[src/rtl/ps2_game_input_if.sv]
// Byte-in / control-out bundle between the PS/2 receiver,
// the key translator and the game renderer.
interface ps2_game_input_if;
  logic [7:0] ps2_data;
  logic       ps2_valid;
  logic       move_left;
  logic       move_right;
  logic       fire;
  logic       pause;

  modport master (
    output ps2_data,
    output ps2_valid,
    input  move_left,
    input  move_right,
    input  fire,
    input  pause
  );

  modport slave (
    input  ps2_data,
    input  ps2_valid,
    output move_left,
    output move_right,
    output fire,
    output pause
  );
endinterface

[src/rtl/ps2_game_input.sv]
// PS/2 scan-code translator: make/break/extended tracking,
// held-key flags, rate-limited fire and toggling pause.
module ps2_game_input #(
  parameter int FIRE_COOLDOWN = 2500000,
  parameter int CNT_W         = 22
) (
  input logic             iVGA_CLK,
  input logic             iRST_n,
  ps2_game_input_if.slave bus
);
  typedef enum logic [1:0] {
    S_IDLE, S_EXT, S_BRK, S_EXT_BRK
  } state_t;

  state_t     state_q, state_d;
  logic       a_held_q, a_held_d;
  logic       d_held_q, d_held_d;
  logic       la_held_q, la_held_d;
  logic       ra_held_q, ra_held_d;
  logic       sp_held_q, sp_held_d;
  logic       p_held_q, p_held_d;
  logic       pause_st_q, pause_st_d;
  logic       move_left_q, move_left_d;
  logic       move_right_q, move_right_d;
  logic       fire_q, fire_d;
  logic       pause_q, pause_d;
  logic [CNT_W-1:0] cd_q, cd_d;

  logic mk, bk, ext, l_any, r_any;
  logic is_e0, is_f0;

  assign is_e0 = bus.ps2_data == 8'hE0;
  assign is_f0 = bus.ps2_data == 8'hF0;

  always_comb begin
    state_d    = state_q;
    a_held_d   = a_held_q;
    d_held_d   = d_held_q;
    la_held_d  = la_held_q;
    ra_held_d  = ra_held_q;
    sp_held_d  = sp_held_q;
    p_held_d   = p_held_q;
    pause_st_d = pause_st_q;
    mk  = 1'b0;
    bk  = 1'b0;
    ext = 1'b0;
    if (bus.ps2_valid) begin
      unique case (state_q)
        S_IDLE: begin
          if (is_e0)      state_d = S_EXT;
          else if (is_f0) state_d = S_BRK;
          else            mk = 1'b1;
        end
        S_EXT: begin
          if (is_f0) state_d = S_EXT_BRK;
          else if (!is_e0) begin
            mk = 1'b1; ext = 1'b1; state_d = S_IDLE;
          end
        end
        S_BRK: begin
          if (is_e0) state_d = S_EXT_BRK;
          else if (!is_f0) begin
            bk = 1'b1; state_d = S_IDLE;
          end
        end
        S_EXT_BRK: begin
          if (!is_e0 && !is_f0) begin
            bk = 1'b1; ext = 1'b1; state_d = S_IDLE;
          end
        end
        default: state_d = S_IDLE;
      endcase
    end
    if ((mk || bk) && !ext) begin
      case (bus.ps2_data)
        8'h1C: a_held_d  = mk;
        8'h23: d_held_d  = mk;
        8'h29: sp_held_d = mk;
        8'h4D: begin
          // only a fresh press toggles; typematic repeats do not
          if (mk && !p_held_q) pause_st_d = ~pause_st_q;
          p_held_d = mk;
        end
        default: ;
      endcase
    end
    if ((mk || bk) && ext) begin
      case (bus.ps2_data)
        8'h6B:   la_held_d = mk;
        8'h74:   ra_held_d = mk;
        default: ;
      endcase
    end

    l_any        = a_held_q | la_held_q;
    r_any        = d_held_q | ra_held_q;
    move_left_d  = l_any & ~r_any & ~pause_st_q;
    move_right_d = r_any & ~l_any & ~pause_st_q;
    pause_d      = pause_st_q;
    fire_d       = sp_held_q & (cd_q == '0) & ~pause_st_q;
    if (fire_d)          cd_d = CNT_W'(FIRE_COOLDOWN);
    else if (cd_q != '0) cd_d = cd_q - CNT_W'(1);
    else                 cd_d = cd_q;
  end

  always_ff @(posedge iVGA_CLK or negedge iRST_n) begin
    if (!iRST_n) begin
      state_q      <= S_IDLE;
      a_held_q     <= 1'b0;
      d_held_q     <= 1'b0;
      la_held_q    <= 1'b0;
      ra_held_q    <= 1'b0;
      sp_held_q    <= 1'b0;
      p_held_q     <= 1'b0;
      pause_st_q   <= 1'b0;
      move_left_q  <= 1'b0;
      move_right_q <= 1'b0;
      fire_q       <= 1'b0;
      pause_q      <= 1'b0;
      cd_q         <= '0;
    end else begin
      state_q      <= state_d;
      a_held_q     <= a_held_d;
      d_held_q     <= d_held_d;
      la_held_q    <= la_held_d;
      ra_held_q    <= ra_held_d;
      sp_held_q    <= sp_held_d;
      p_held_q     <= p_held_d;
      pause_st_q   <= pause_st_d;
      move_left_q  <= move_left_d;
      move_right_q <= move_right_d;
      fire_q       <= fire_d;
      pause_q      <= pause_d;
      cd_q         <= cd_d;
    end
  end

  assign bus.move_left  = move_left_q;
  assign bus.move_right = move_right_q;
  assign bus.fire       = fire_q;
  assign bus.pause      = pause_q;
endmodule

[src/flat_wrapper.sv]
// flat-port wrapper written by rule: the top's interface ports become plain ports
module ps2_game_input_flat 
#(
  parameter int FIRE_COOLDOWN = 2500000,
  parameter int CNT_W         = 22
)
  (iVGA_CLK, iRST_n, bus_ps2_data, bus_ps2_valid, bus_move_left, bus_move_right, bus_fire, bus_pause);
  ps2_game_input_if bus_i ();
  input logic iVGA_CLK;
  input logic iRST_n;
  input wire logic [$bits(bus_i.ps2_data)-1:0] bus_ps2_data;
  input wire logic [$bits(bus_i.ps2_valid)-1:0] bus_ps2_valid;
  output wire logic [$bits(bus_i.move_left)-1:0] bus_move_left;
  output wire logic [$bits(bus_i.move_right)-1:0] bus_move_right;
  output wire logic [$bits(bus_i.fire)-1:0] bus_fire;
  output wire logic [$bits(bus_i.pause)-1:0] bus_pause;
  assign bus_i.ps2_data = bus_ps2_data;
  assign bus_i.ps2_valid = bus_ps2_valid;
  assign bus_move_left = bus_i.move_left;
  assign bus_move_right = bus_i.move_right;
  assign bus_fire = bus_i.fire;
  assign bus_pause = bus_i.pause;
  ps2_game_input #(.FIRE_COOLDOWN(FIRE_COOLDOWN), .CNT_W(CNT_W)) u_core (.iVGA_CLK(iVGA_CLK), .iRST_n(iRST_n), .bus(bus_i));
endmodule
[config.mk]
export PLATFORM = sky130hd
export DESIGN_NAME = ps2_game_input_flat
export DESIGN_NICKNAME = d
export VERILOG_FILES = /design/src/rtl/ps2_game_input_if.sv /design/src/rtl/ps2_game_input.sv /design/src/flat_wrapper.sv
export SDC_FILE = /design/constraint.sdc
export NUM_CORES = 1
export LEC_CHECK = 0
export CAP_MARGIN = 10
export CORE_ASPECT_RATIO = 0.5
export CORE_UTILIZATION = 38
export CTS_CLUSTER_DIAMETER = 120
export DETAILED_ROUTE_END_ITERATION = 8
export MAX_ROUTING_LAYER = met4
export PLACE_DENSITY_LB_ADDON = 0.3
export SYNTH_ARGS = -nofsm -noshare
export SYNTH_HDL_FRONTEND = slang
export SYNTH_SLANG_ARGS = --single-unit
export TNS_END_PERCENT = 30
[constraint.sdc]
create_clock -name iVGA_CLK -period 2.28 [get_ports iVGA_CLK]
set_clock_uncertainty 0.15 [all_clocks]
set_input_delay 0.342 -clock iVGA_CLK [delete_from_list [all_inputs] [get_ports iVGA_CLK]]
set_output_delay 0.342 -clock iVGA_CLK [all_outputs]
set_load 0.1 [all_outputs]
==> run summary, run 1 <==
The flow ran to the end, and the final reports show no timing, DRC or antenna violations. In the final layout, the share of cells above drive strength 1 is 20.56%. The die height is 49.02 microns. The power share of the combinational group is 37.4%. The static power due to leakage came out at 0.9371 nW. The total DRC errors in the routed layout is 0. Counting the fill cells in the layout gives 355. The synthesis-to-layout area growth came out at 29.78%. The sequential fraction of design power is 41.7%. The clock network power share came out at 20.9%. The tightest hold margin came out at 0.3112 ns. The cell area after layout is 2181 sq um. The average detailed-routed wire length per instance came out at 13.09 microns.

The worst setup path is launched from a flip-flop. The cell area reported after detailed placement came out at 2039 sq um. The analysis attributes to net switching a power of 801.4 uW. The clock insertion delay at the later pin of the skew report is 0.27 ns. Yosys attributes the largest share of cell area to sky130_fd_sc_hd__dfrtp_1 (52%), sky130_fd_sc_hd__nor2_1 (4.9%), sky130_fd_sc_hd__nand2_1 (4.0%). The internal portion of the total power is 1.515 mW. The total iterations of the first detailed-routing run is 4. Data arrives at the worst endpoint at 2.27 ns.

The maximum root-to-sink buffer count came out at 2. The synthesis warning total is 0. The count of flip-flops with a built-in enable after synthesis came out at 0. The most used flip-flop cell after synthesis is sky130_fd_sc_hd__dfrtp_1. The placement row count came out at 16. The number of CTS-inserted buffers is 5.

Global routing finished with a remaining overflow of 0. For this run, global-route usage on met2 was measured as 24.94%. The post-route fraction of the period consumed by the critical path is 98.95%. The dominant cell type by area after synthesis is sky130_fd_sc_hd__dfrtp_1. The mapped netlist covers 1680 sq um.

The total wirelength of the detailed-routed design came out at 3509 microns. The setup-violating endpoint count in the final report is 0. The routed design could run at a clock period as short as 2.256 ns. Summing all multi-input logic gate instances after layout gives 810.8 sq um. The via count of the routed design is 1377. The top-level port count is 15.

The initial cell density of the core came out at 41.35%. Setup repair after global routing could not meet its margin everywhere. The number of nets with antenna violations after detailed routing came out at 0. The sequential cell area fraction in the yosys report is 52.12%.

The final RePlAce weighted congestion came out at 0.8306. The top fanout value on the critical path is 4. The count of input and output buffers came out at 14. STA classifies the critical path endpoint as a flip-flop. The proportion of register bits with asynchronous set or reset after synthesis came out at 100.0%. The register area is 875.8 sq um.

The number of synthesized register bits is 35. In this run the most used layer during global routing was met2. The fraction of power spent switching nets came out at 34.60%.

The number of buffers inserted by post-CTS setup repair came out at 0. The number of max-capacitance violations reported came out at 0. The H-tree depth came out at 2.

The final layout net count is 225. The maximum operating frequency came out at 443.3 MHz. The synthesized netlist contains 39 unique library cells. The required time reported for the critical path endpoint came out at 2.29 ns.

In this run the mean area of a mapped cell was 9.770 sq um. CTS saw 35 sinks. The per-cell via count in the routed design came out at 5.138. The worst setup path is of the flip-flop to flip-flop kind. The post-DP HPWL came out at 2485 microns. The number of antenna violations at the first check in global routing is 0. The routing usage on met3 came out at 3.894%.

The share of synthesized area in the top cell type comes to 52.12%. Synthesis produced a netlist with a net count of 184. Cells fill 53.66% of the core in the end.

The largest net degree at the start of global routing is 36. The register clock-pin slew on the reported worst setup and hold paths is 0.07 ns. The detailed router finished its first iteration with 71 violations. The actual transition at the worst max-transition pin is 0.5437 ns.

The die is 96.04 microns wide. The first-pass GRT wire length came out at 6085 microns. The global routing usage summed across all routing layers came out at 17.34%. The floorplan step defined a core boundary enclosing 4064 sq um.

The final number of hold-violating endpoints was 0. The relative slew slack came out at 63.24%. The number of global-route vias before repair came out at 1322. The power per standard cell area is 1062 nW/um^2. The path class of the lowest-slack min-delay path is flip-flop to flip-flop. The cell count after synthesis came out at 172.

The worst vdd rail ir drop came out at 350.9 uV. The count of final max-slew check failures came to 0. TritonCTS built the clock tree. The die covers 4708 sq um.

The root buffer cell is sky130_fd_sc_hd__clkbuf_8. For this design, the CTS-stage hold fixing added 0 buffers. In the global route stage, met1 resource usage came out at 24.62%. The number of antenna diodes in the final layout is 0.
==> critical path: stages, from the launching register on <==
cell                      delay [ns]
sky130_fd_sc_hd__dfrtp_1        0.39
sky130_fd_sc_hd__or4_4          0.54
sky130_fd_sc_hd__or3_4          0.39
sky130_fd_sc_hd__or4_4          0.55
sky130_fd_sc_hd__nand2_1        0.07
sky130_fd_sc_hd__mux2i_1        0.06
==> path summary, 6_finish.rpt <==
kind                                        from                    end  slack [ns]  cells past startpoint
max in group asynchronous                 iRST_n         u_core.cd_q[7]        1.34                      2
worst min register to register  u_core.la_held_q  u_core.bus.move_right        0.31                      1
min in group asynchronous                 iRST_n       u_core.ra_held_q        0.33                      2
worst max-delay path             u_core.cd_q[17]         u_core.cd_q[9]        0.02                      5
worst min-delay path            u_core.la_held_q  u_core.bus.move_right        0.31                      1
worst max register to register   u_core.cd_q[17]         u_core.cd_q[9]        0.02                      5
==> cells in the final DEF (no fill, tap or decap), types with 2 or more instances in the layout <==
cell | Yosys | routed
sky130_fd_sc_hd__mux2i_1 | 3 | 3
sky130_fd_sc_hd__nor4b_1 | 3 | 2
sky130_fd_sc_hd__clkbuf_8 | 0 | 7
sky130_fd_sc_hd__or4_4 | 2 | 3
sky130_fd_sc_hd__dfrtp_1 | 35 | 35
sky130_fd_sc_hd__nor4_1 | 7 | 6
sky130_fd_sc_hd__o21ai_0 | 10 | 10
sky130_fd_sc_hd__xor2_1 | 4 | 4
sky130_fd_sc_hd__nor4bb_1 | 2 | 2
sky130_fd_sc_hd__o31a_1 | 2 | 2
sky130_fd_sc_hd__xnor2_1 | 2 | 2
sky130_fd_sc_hd__buf_4 | 0 | 25
sky130_fd_sc_hd__o21ai_1 | 4 | 4
sky130_fd_sc_hd__inv_1 | 5 | 5
sky130_fd_sc_hd__nand3_1 | 7 | 7
sky130_fd_sc_hd__or3_1 | 5 | 3
sky130_fd_sc_hd__nor3_1 | 7 | 7
sky130_fd_sc_hd__or3_4 | 0 | 2
sky130_fd_sc_hd__nor2_1 | 22 | 22
sky130_fd_sc_hd__a211oi_1 | 3 | 3
sky130_fd_sc_hd__clkdlybuf4s50_1 | 0 | 10
sky130_fd_sc_hd__nor2b_1 | 3 | 3
sky130_fd_sc_hd__a21oi_1 | 5 | 5
sky130_fd_sc_hd__nand2_1 | 18 | 18
sky130_fd_sc_hd__o31ai_1 | 5 | 5
==> metrics by stage <==
| stage | cells | TNS [ns] | total power, mW | setup WS [ns] |
|---|---|---|---|---|
| 2_1_floorplan | 172 | -0.03390 | 1.449 | -0.02208 |
| 3_3_place_gp | 260 | 0 | 1.734 | 0.04953 |
| 3_5_place_dp | 260 | -0.03051 | 1.764 | -0.03051 |
| 4_1_cts | 268 | 0 | 2.274 | 0.01384 |
| 5_1_grt | 268 | -0.03700 | 2.481 | -0.02602 |
| 6_report | 268 | 0 | 2.316 | 0.02401 |
==> synthesized netlist by cell type, types with 2 or more instances <==
| master | instances |
|---|---|
| sky130_fd_sc_hd__or3_1 | 5 |
| sky130_fd_sc_hd__o21ai_0 | 10 |
| sky130_fd_sc_hd__dfrtp_1 | 35 |
| sky130_fd_sc_hd__or4_4 | 2 |
| sky130_fd_sc_hd__inv_1 | 5 |
| sky130_fd_sc_hd__nor4b_1 | 3 |
| sky130_fd_sc_hd__nand2_1 | 18 |
| sky130_fd_sc_hd__nor2_1 | 22 |
| sky130_fd_sc_hd__nor4bb_1 | 2 |
| sky130_fd_sc_hd__nand3_1 | 7 |
| sky130_fd_sc_hd__o21ai_1 | 4 |
| sky130_fd_sc_hd__o31ai_1 | 5 |
| sky130_fd_sc_hd__nor4_1 | 7 |
| sky130_fd_sc_hd__nor2b_1 | 3 |
| sky130_fd_sc_hd__xnor2_1 | 2 |
| sky130_fd_sc_hd__a211oi_1 | 3 |
| sky130_fd_sc_hd__a21oi_1 | 5 |
| sky130_fd_sc_hd__nor3_1 | 7 |
| sky130_fd_sc_hd__o31a_1 | 2 |
| sky130_fd_sc_hd__xor2_1 | 4 |
| sky130_fd_sc_hd__mux2i_1 | 3 |
==> final cells by class <==
class                      instances  area share (%)
timing repair buffer              36           14.11
inverter                           5          0.8606
clock buffer                       8           4.590
multi-input combinational        130           37.18
tap                               54           3.098
sequential                        35           40.16
==> power groups by stage <==
stage | Sequential, mW | Clock, mW | Combinational (mW)
final | 0.966 | 0.484 | 0.866
after global routing | 0.998 | 0.525 | 0.959
after CTS | 0.955 | 0.498 | 0.821
after detailed placement | 0.964 | 0 | 0.800
after global placement | 0.957 | 0 | 0.776
after floorplan | 0.982 | 0 | 0.467
==> per-layer routing <==
metal,vias to the layer above,share of wire [%],wire length [microns]
li1,706,-,-
met1,649,51,1793
met2,18,45,1591
met3,4,2.5,89
met4,0,1.0,35
met5,-,0,0
==> logic make-up after synthesis <==
| logic type | after synthesis | synth area share (%) |
|---|---|---|
| xor gates and xnor gates | 6 | 3.127 |
| adders and majority gates | 1 | 0.7445 |
| DFF | 35 | 52.12 |
| and+or+nand+nor | 87 | 27.77 |
| buffers and inverters | 7 | 2.085 |
| muxes | 4 | 2.457 |
| AOI/OAI and AO/OA | 32 | 11.69 |
==> timing repair <==
item	4_1_cts	5_1_grt
resized for setup	2	5
gates cloned	0	0
endpoints found under the setup margin	1	11
==> flip-flops by register name, summed over array words and instances, names as in the netlist <==
name,cells
u_core.bus.move_right,1
u_core.la_held_q,1
u_core.a_held_q,1
u_core.ra_held_q,1
u_core.d_held_q,1
u_core.bus.fire,1
u_core.bus.move_left,1
u_core.cd_q,22
u_core.p_held_q,1
u_core.state_q,2
u_core.pause_d,1
u_core.sp_held_q,1
u_core.bus.pause,1
Note: power is estimated with default switching activity, not from simulation.
==> inputs of run 2 (changes only) <==
--- a/config.mk
+++ b/config.mk
@@ -6,7 +6,7 @@
 export NUM_CORES = 1
 export LEC_CHECK = 0
 export CAP_MARGIN = 10
-export CORE_ASPECT_RATIO = 0.5
+export CORE_ASPECT_RATIO = 1.4
 export CORE_UTILIZATION = 38
 export CTS_CLUSTER_DIAMETER = 120
 export DETAILED_ROUTE_END_ITERATION = 8
==> run 2 against run 1 <==
Final cell count grew 3.7%. Critical path type unchanged. Worst hold slack gained 0.00093 ns. Count of clock-buffer cells in the layout is the same. Flip-flop and latch count is the same. Non-clock buffer count grew 4. Design area grew 1.4%. Sequential power grew 0.9%. Power grew 1.6%. Largest cell class unchanged. Wire length grew 4.9%. Die area shrank 0.26%. Combinational power grew 3.6%.
==> run summary, run 2 (synthesis results as in run 1) <==
The run finished with clean final reports. The total wirelength of the detailed-routed design was 3682 microns (+4.9%). Counting stages on the worst path, the most repeated cell is sky130_fd_sc_hd__or4_4. The number of max-capacitance violations reported is 0 (unchanged).

The arrival time at the worst endpoint is 2.27 ns (about the same). The required time reported for the critical path endpoint is 2.29 ns (about the same). The worst setup path is launched from a flip-flop. The critical path start-end classification is flip-flop to flip-flop. The cell area reported after detailed placement is 2064 sq um (+1.2%). The total iterations of the first detailed-routing run came out at 4 (unchanged). The number of antenna repair diodes is 0 (unchanged). The tightest hold margin was 0.3121 ns (+0.0009330 ns). The final RePlAce weighted congestion is 0.8759 (+5.5%). The count of final max-slew check failures came out at 0 (unchanged). The clock sink count came to 35 (unchanged).

The placed instance count came out at 270 (+3.8%). The count of input and output buffers is 14 (unchanged). The post-DP HPWL came to 2803 microns (+13%). The highest-delay cell along the critical path is sky130_fd_sc_hd__or4_4. The top-level port count came out at 15 (unchanged). The global routing usage summed across all routing layers is 18.35% (+1.0 points).

CTS placed an instance of sky130_fd_sc_hd__clkbuf_8 at the clock tree root. The proportion of layout cells with a drive suffix above 1 is 22.94% (+2.4 points). The number of nets with antenna violations after detailed routing came out at 0 (unchanged). The initial cell density of the core came out at 39.64% (-1.7 points). The power per standard cell area came to 1063 nW/um^2 (+0.13%). The library cell used most frequently in the layout, excluding fill and tap cells, is sky130_fd_sc_hd__dfrtp_1. The die width is 58.20 microns (-39%). The final sum of negative setup slack is 0 ns (unchanged).

The worst vdd rail ir drop was 443.6 uV (+26%). The register clock-pin slew on the reported worst setup and hold paths was 0.07 ns (about the same). The first-pass GRT wire length is 6361 microns (+4.5%). The relative slew slack came out at 62.93% (-0.31 points). Setup repair after global routing could not meet its margin everywhere.

The number of DRC markers in iteration 0 came out at 38 (-46%). The final layout net count is 229 (+1.8%). The global route total overflow is 0 (unchanged).

The static power due to leakage is 0.9516 nW (+1.5%). The die height came out at 80.68 microns (+65%). The H-tree depth was 2 (unchanged). The clock insertion delay at the later pin of the skew report is 0.28 ns (about the same). In this run the worst hold path is classified as input pin to asynchronous set/reset pin. The post-route fraction of the period consumed by the critical path came to 98.89% (about the same).

The average detailed-routed wire length per instance came out at 13.24 microns (+1.2%). The largest net degree at the start of global routing is 36 (unchanged). u_core.cd_q holds more flip-flops than any other register. The maximum operating frequency came to 443.5 MHz (about the same).

On the critical path the largest part of the delay comes from simple AND/OR/NAND/NOR gates. The TritonCTS clock tree is yes. The worst setup path is captured at a flip-flop. The total DRC errors in the routed layout came out at 0 (unchanged). The via count of the routed design is 1443 (+4.8%). Leaving out fill and tap cells, the most frequent cells in the layout are sky130_fd_sc_hd__dfrtp_1 (35), sky130_fd_sc_hd__buf_4 (29), sky130_fd_sc_hd__nor2_1 (22). The number of non-filler instances in the completed layout was 278 (+3.7%). The area growth from synthesis to layout is 31.65%. The final number of hold-violating endpoints was 0 (unchanged). The number of hold buffers added after CTS came out at 0 (unchanged). The setup-violating endpoint count in the final report came out at 0 (unchanged). The flip-flop count of the largest register after layout came out at 22 (unchanged). The actual transition at the worst max-transition pin is 0.5483 ns (+0.004561 ns).

The biggest cell delay along the critical path came to 0.56 ns (about the same). The critical path buffer and inverter count came out at 0 (unchanged). The die area is 4696 sq um (-0.26%).

The placement row count came out at 28 (+12). The critical path goes through or4_4 > or3_4 > or4_4 > nand2_1 > mux2i_1. The cell area after layout came to 2212 sq um (+1.4%). The number of global-route vias before repair came out at 1495 (+13%). The filler cell count in the final layout was 397 (+12%). The number of antenna violations at the first check in global routing is 0 (unchanged). The time the worst path needs with I/O delays and setup is 2.255 ns (-0.001377 ns). The largest registers in the layout are u_core.cd_q x22, u_core.state_q x2. The per-cell via count in the routed design is 5.191 (+1.0%). The floorplan core area was 4239 sq um (+4.3%). The top fanout value on the critical path is 3 (-1). The maximum root-to-sink buffer count came out at 2 (unchanged). The number of CTS-inserted buffers is 5 (unchanged).
[run 2: metal layers]
layer,GRT usage (%),share of wire (%),vias up
li1,-,-,715
met1,18.02,38,695
met2,33.10,57,26
met3,4.831,3.0,7
met4,8.571,2.0,0
met5,-,0,-
[run 2: per-stage QoR]
| step | total power [mW] | setup WS (ns) | utilization [%] |
|---|---|---|---|
| CTS | 2.331 | 0.02221 | 51.33 |
| global route | 2.518 | -0.01663 | 52.18 |
| floorplan | 1.449 | -0.02208 | - |
| global placement | 1.766 | 0.02243 | 48.70 |
| finish | 2.352 | 0.02539 | 52.18 |
| detailed placement | 1.819 | -0.04176 | 48.70 |
[run 2: worst reg2reg max path, delay by kind of cell, from the launching register on]
kind	cells	cell delay, ns
DFF	1	0.40
muxes	1	0.06
and+or+nand+nor	4	1.53
[run 2: power breakdown]
part / switching, mW / leakage [nW] / internal, mW / total, mW
clock: 0.205 / 0.0515 / 0.275 / 0.480
sequential: 0.170 / 0.441 / 0.805 / 0.975
combinational: 0.429 / 0.459 / 0.468 / 0.897
total: 0.804 / 0.952 / 1.55 / 2.35
[run 2: cell type report]
type,count,area (sq um),area share (%)
multi-input combinational,130,813.3,36.76
tap,60,75.07,3.394
timing repair buffer,40,329.1,14.88
inverter,5,18.77,0.8484
clock buffer,8,100.1,4.525
sequential,35,875.8,39.59
[run 2: path summary, 6_finish.rpt]
| path | start | end | slack, ns | cells past startpoint |
|---|---|---|---|---|
| setup / recovery | u_core.cd_q[9] | u_core.cd_q[9] | 0.03 | 5 |
| hold / removal | iRST_n | u_core.pause_d | 0.31 | 2 |
| setup reg to reg | u_core.cd_q[9] | u_core.cd_q[9] | 0.03 | 5 |
| hold reg to reg | u_core.la_held_q | u_core.bus.move_right | 0.31 | 1 |
| max in group asynchronous | iRST_n | u_core.cd_q[21] | 1.36 | 2 |
| min in group iVGA_CLK | u_core.la_held_q | u_core.bus.move_right | 0.31 | 1 |
[run 2: repair_timing]
item                                    CTS  global route
resized for setup                         2             7
pin swaps                                 0             0
setup buffers                             0             0
endpoints found under the setup margin    2             9
hold endpoints to repair                  0             0
==> inputs of run 3 (changes only) <==
--- a/config.mk
+++ b/config.mk
@@ -12,6 +12,7 @@
 export DETAILED_ROUTE_END_ITERATION = 8
 export MAX_ROUTING_LAYER = met4
 export PLACE_DENSITY_LB_ADDON = 0.3
+export SKIP_CTS_REPAIR_TIMING = 1
 export SYNTH_ARGS = -nofsm -noshare
 export SYNTH_HDL_FRONTEND = slang
 export SYNTH_SLANG_ARGS = --single-unit
==> run 3 against run 2 <==
Wire length is 0.84% lower. Clock power hardly changed. Sequential share of layout area is 0.067 points higher. Final cell count stayed put. Power is 0.56% lower. Critical path type unchanged. Combinational power is 1% lower. Largest power group unchanged. First-iteration DRC count is 13% higher. Critical endpoint unchanged. Count of clock-buffer cells in the layout stayed put. Core utilization is 0.089 points lower.
==> run summary, run 3 (synthesis results as in run 1) <==
The flow ran to the end, and the final reports show no timing, DRC or antenna violations. The post-DP HPWL is 2803 microns (unchanged). The total iterations of the first detailed-routing run came out at 4 (unchanged). The initial cell density of the core is 39.64% (unchanged). The fraction of power spent switching nets is 34.16% (about the same). The via count of the routed design is 1431 (-0.83%).

The per-cell via count in the routed design was 5.147 (-0.83%). The top cell types in the final layout, fill and taps aside, are sky130_fd_sc_hd__dfrtp_1 (35), sky130_fd_sc_hd__buf_4 (29), sky130_fd_sc_hd__nor2_1 (22). The sequential fraction of design power came out at 41.5% (about the same). The power dissipated by switching net loads came out at 798.9 uW (-0.60%). The global route total overflow is 0 (unchanged). The placed instance count is 270 (unchanged). The total wirelength of the detailed-routed design came to 3651 microns (-0.84%). The first-pass GRT wire length came out at 6334 microns (-0.42%). TritonCTS built the clock tree. The internal cell power came out at 1.540 mW (-0.54%).

The number of DRC markers in iteration 0 came out at 43 (+13%). The number of global-route vias before repair came to 1492 (-0.20%). The filler cell count in the final layout is 396 (-0.25%). The clock sink count came out at 35 (unchanged). The number of nets with antenna violations after detailed routing is 0 (unchanged). The critical path capture point type is a flip-flop. The cell area after layout came out at 2208 sq um (-0.17%). The number of CTS-inserted buffers is 5 (unchanged). The cell area reported after detailed placement is 2064 sq um (unchanged). The actual transition at the worst max-transition pin came out at 0.5483 ns (-0.0000007749 ns).

The placement row count is 28 (unchanged). The average detailed-routed wire length per instance came out at 13.13 microns (-0.84%). The arrival time at the worst endpoint is 2.26 ns (about the same). The top-level port count is 15 (unchanged). The die area is 4696 sq um (unchanged). The tightest hold margin came out at 0.3117 ns (-0.0003430 ns). The register containing the most flip-flops in the final layout is u_core.cd_q. The count of final max-slew check failures is 0 (unchanged).

The power share of the combinational group came out at 37.9% (-0.2 points). The number of max-capacitance violations reported came out at 0 (unchanged). The worst setup path is launched from a flip-flop. The global routing usage summed across all routing layers came out at 18.29% (-0.069 points). The proportion of layout cells with a drive suffix above 1 was 22.48% (-0.46 points). The number of antenna repair diodes was 0 (unchanged). The static power due to leakage is 0.9504 nW (-0.12%). The path depth of the worst reg2reg path came out at 5 (unchanged). The synthesis-to-layout area growth is 31.42%. The tree is rooted in a sky130_fd_sc_hd__clkbuf_8. The register clock-pin slew on the reported worst setup and hold paths was 0.07 ns (about the same). The setup path with the least slack is of type flip-flop to flip-flop. The flip-flop count of the largest register after layout is 22 (unchanged). The die height is 80.68 microns (unchanged). The clock insertion delay at the later pin of the skew report is 0.28 ns (about the same).

The number of antenna violations at the first check in global routing came to 0 (unchanged). The clock network power share came to 20.6% (+0.2 points). The number of non-filler instances in the completed layout is 278 (unchanged).

The post-route fraction of the period consumed by the critical path came out at 98.54% (-0.34 points). The top fanout value on the critical path came out at 3 (unchanged). The largest net degree at the start of global routing came out at 36 (unchanged).

In this run the critical register-to-register path is launched from u_core.cd_q[9]. The library cell used most frequently in the layout, excluding fill and tap cells, is sky130_fd_sc_hd__dfrtp_1. The count of input and output buffers was 14 (unchanged). The power per standard cell area came out at 1059 nW/um^2 (-0.39%).

The min-delay analysis places its worst path in the category input pin to asynchronous set/reset pin. The final RePlAce weighted congestion is 0.8759 (unchanged). The worst vdd rail ir drop was 445.3 uV (+0.37%). The largest registers in the layout are u_core.cd_q x22, u_core.state_q x2. The worst setup slack for register-to-register paths is 0.03 ns (about the same). The total DRC errors in the routed layout came out at 0 (unchanged). The endpoint identified for the worst register-to-register timing path is u_core.cd_q[9].

The maximum root-to-sink buffer count came to 2 (unchanged). The setup-violating endpoint count in the final report is 0 (unchanged). The relative slew slack came out at 62.93% (about the same). The final sum of negative setup slack came out at 0 ns (unchanged). Setup repair after global routing could not meet its margin everywhere. The required time reported for the critical path endpoint is 2.29 ns (about the same).

The time the worst path needs with I/O delays and setup came out at 2.247 ns (-0.007833 ns). The final layout net count was 229 (unchanged). The die width is 58.20 microns (unchanged).

The H-tree depth is 2 (unchanged). The maximum operating frequency came out at 445.1 MHz (+0.35%). The floorplan core area came out at 4239 sq um (unchanged).

The final number of hold-violating endpoints is 0 (unchanged).
-- run 3: cell counts in the layout (fill, tap and decap cells not counted) --
No cell type changed its count.
-- run 3: layout make-up --
| class | count | area (sq um) | area share [%] |
|---|---|---|---|
| timing repair buffer | 40 | 329.1 | 14.90 |
| sequential | 35 | 875.8 | 39.66 |
| multi-input combinational | 130 | 809.5 | 36.66 |
| clock buffer | 8 | 100.1 | 4.533 |
| tap | 60 | 75.07 | 3.399 |
| inverter | 5 | 18.77 | 0.8499 |
-- run 3: power groups by stage --
stage / clock [mW] / sequential, mW / combinational [mW]
global route: 0.518 / 1.00 / 0.985
CTS: 0.499 / 0.962 / 0.850
detailed placement: 0 / 0.972 / 0.847
global placement: 0 / 0.957 / 0.809
finish: 0.482 / 0.971 / 0.886
floorplan: 0 / 0.982 / 0.467
-- run 3: worst max-delay path: stages, from the launching register on --
cell and delay [ns]:
sky130_fd_sc_hd__dfrtp_1 0.38, sky130_fd_sc_hd__or4_1 0.57, sky130_fd_sc_hd__or3_4 0.37, sky130_fd_sc_hd__or4_4 0.53
sky130_fd_sc_hd__nand2_1 0.07, sky130_fd_sc_hd__mux2i_1 0.06
-- run 3: through the flow --
step	total power [mW]	utilization [%]	setup slack (ns)
finish	2.339	52.10	0.03322
detailed placement	1.819	48.70	-0.04176
global route	2.506	52.10	-0.02311
CTS	2.311	51.06	-0.05538
floorplan	1.449	-	-0.02208
global placement	1.766	48.70	0.02243
-- run 3: worst max-delay path by stage --
stage                    start              end  slack [ns]  cells past startpoint
2_1_floorplan  u_core.cd_q[16]   u_core.cd_q[9]       -0.02                      6
3_3_place_gp   u_core.cd_q[17]  u_core.cd_q[11]        0.02                      5
3_5_place_dp   u_core.cd_q[17]  u_core.cd_q[11]       -0.04                      5
4_1_cts        u_core.cd_q[17]  u_core.cd_q[11]       -0.06                      5
5_1_grt         u_core.cd_q[9]   u_core.cd_q[9]       -0.02                      5
6_report        u_core.cd_q[9]   u_core.cd_q[9]        0.03                      5
-- run 3: per-layer routing --
metal	vias up	GRT usage, %	routed length (microns)
met5	-	-	0
met2	28	33.10	2032
li1	714	-	-
met3	11	4.831	120
met1	678	17.82	1392
met4	0	8.571	106
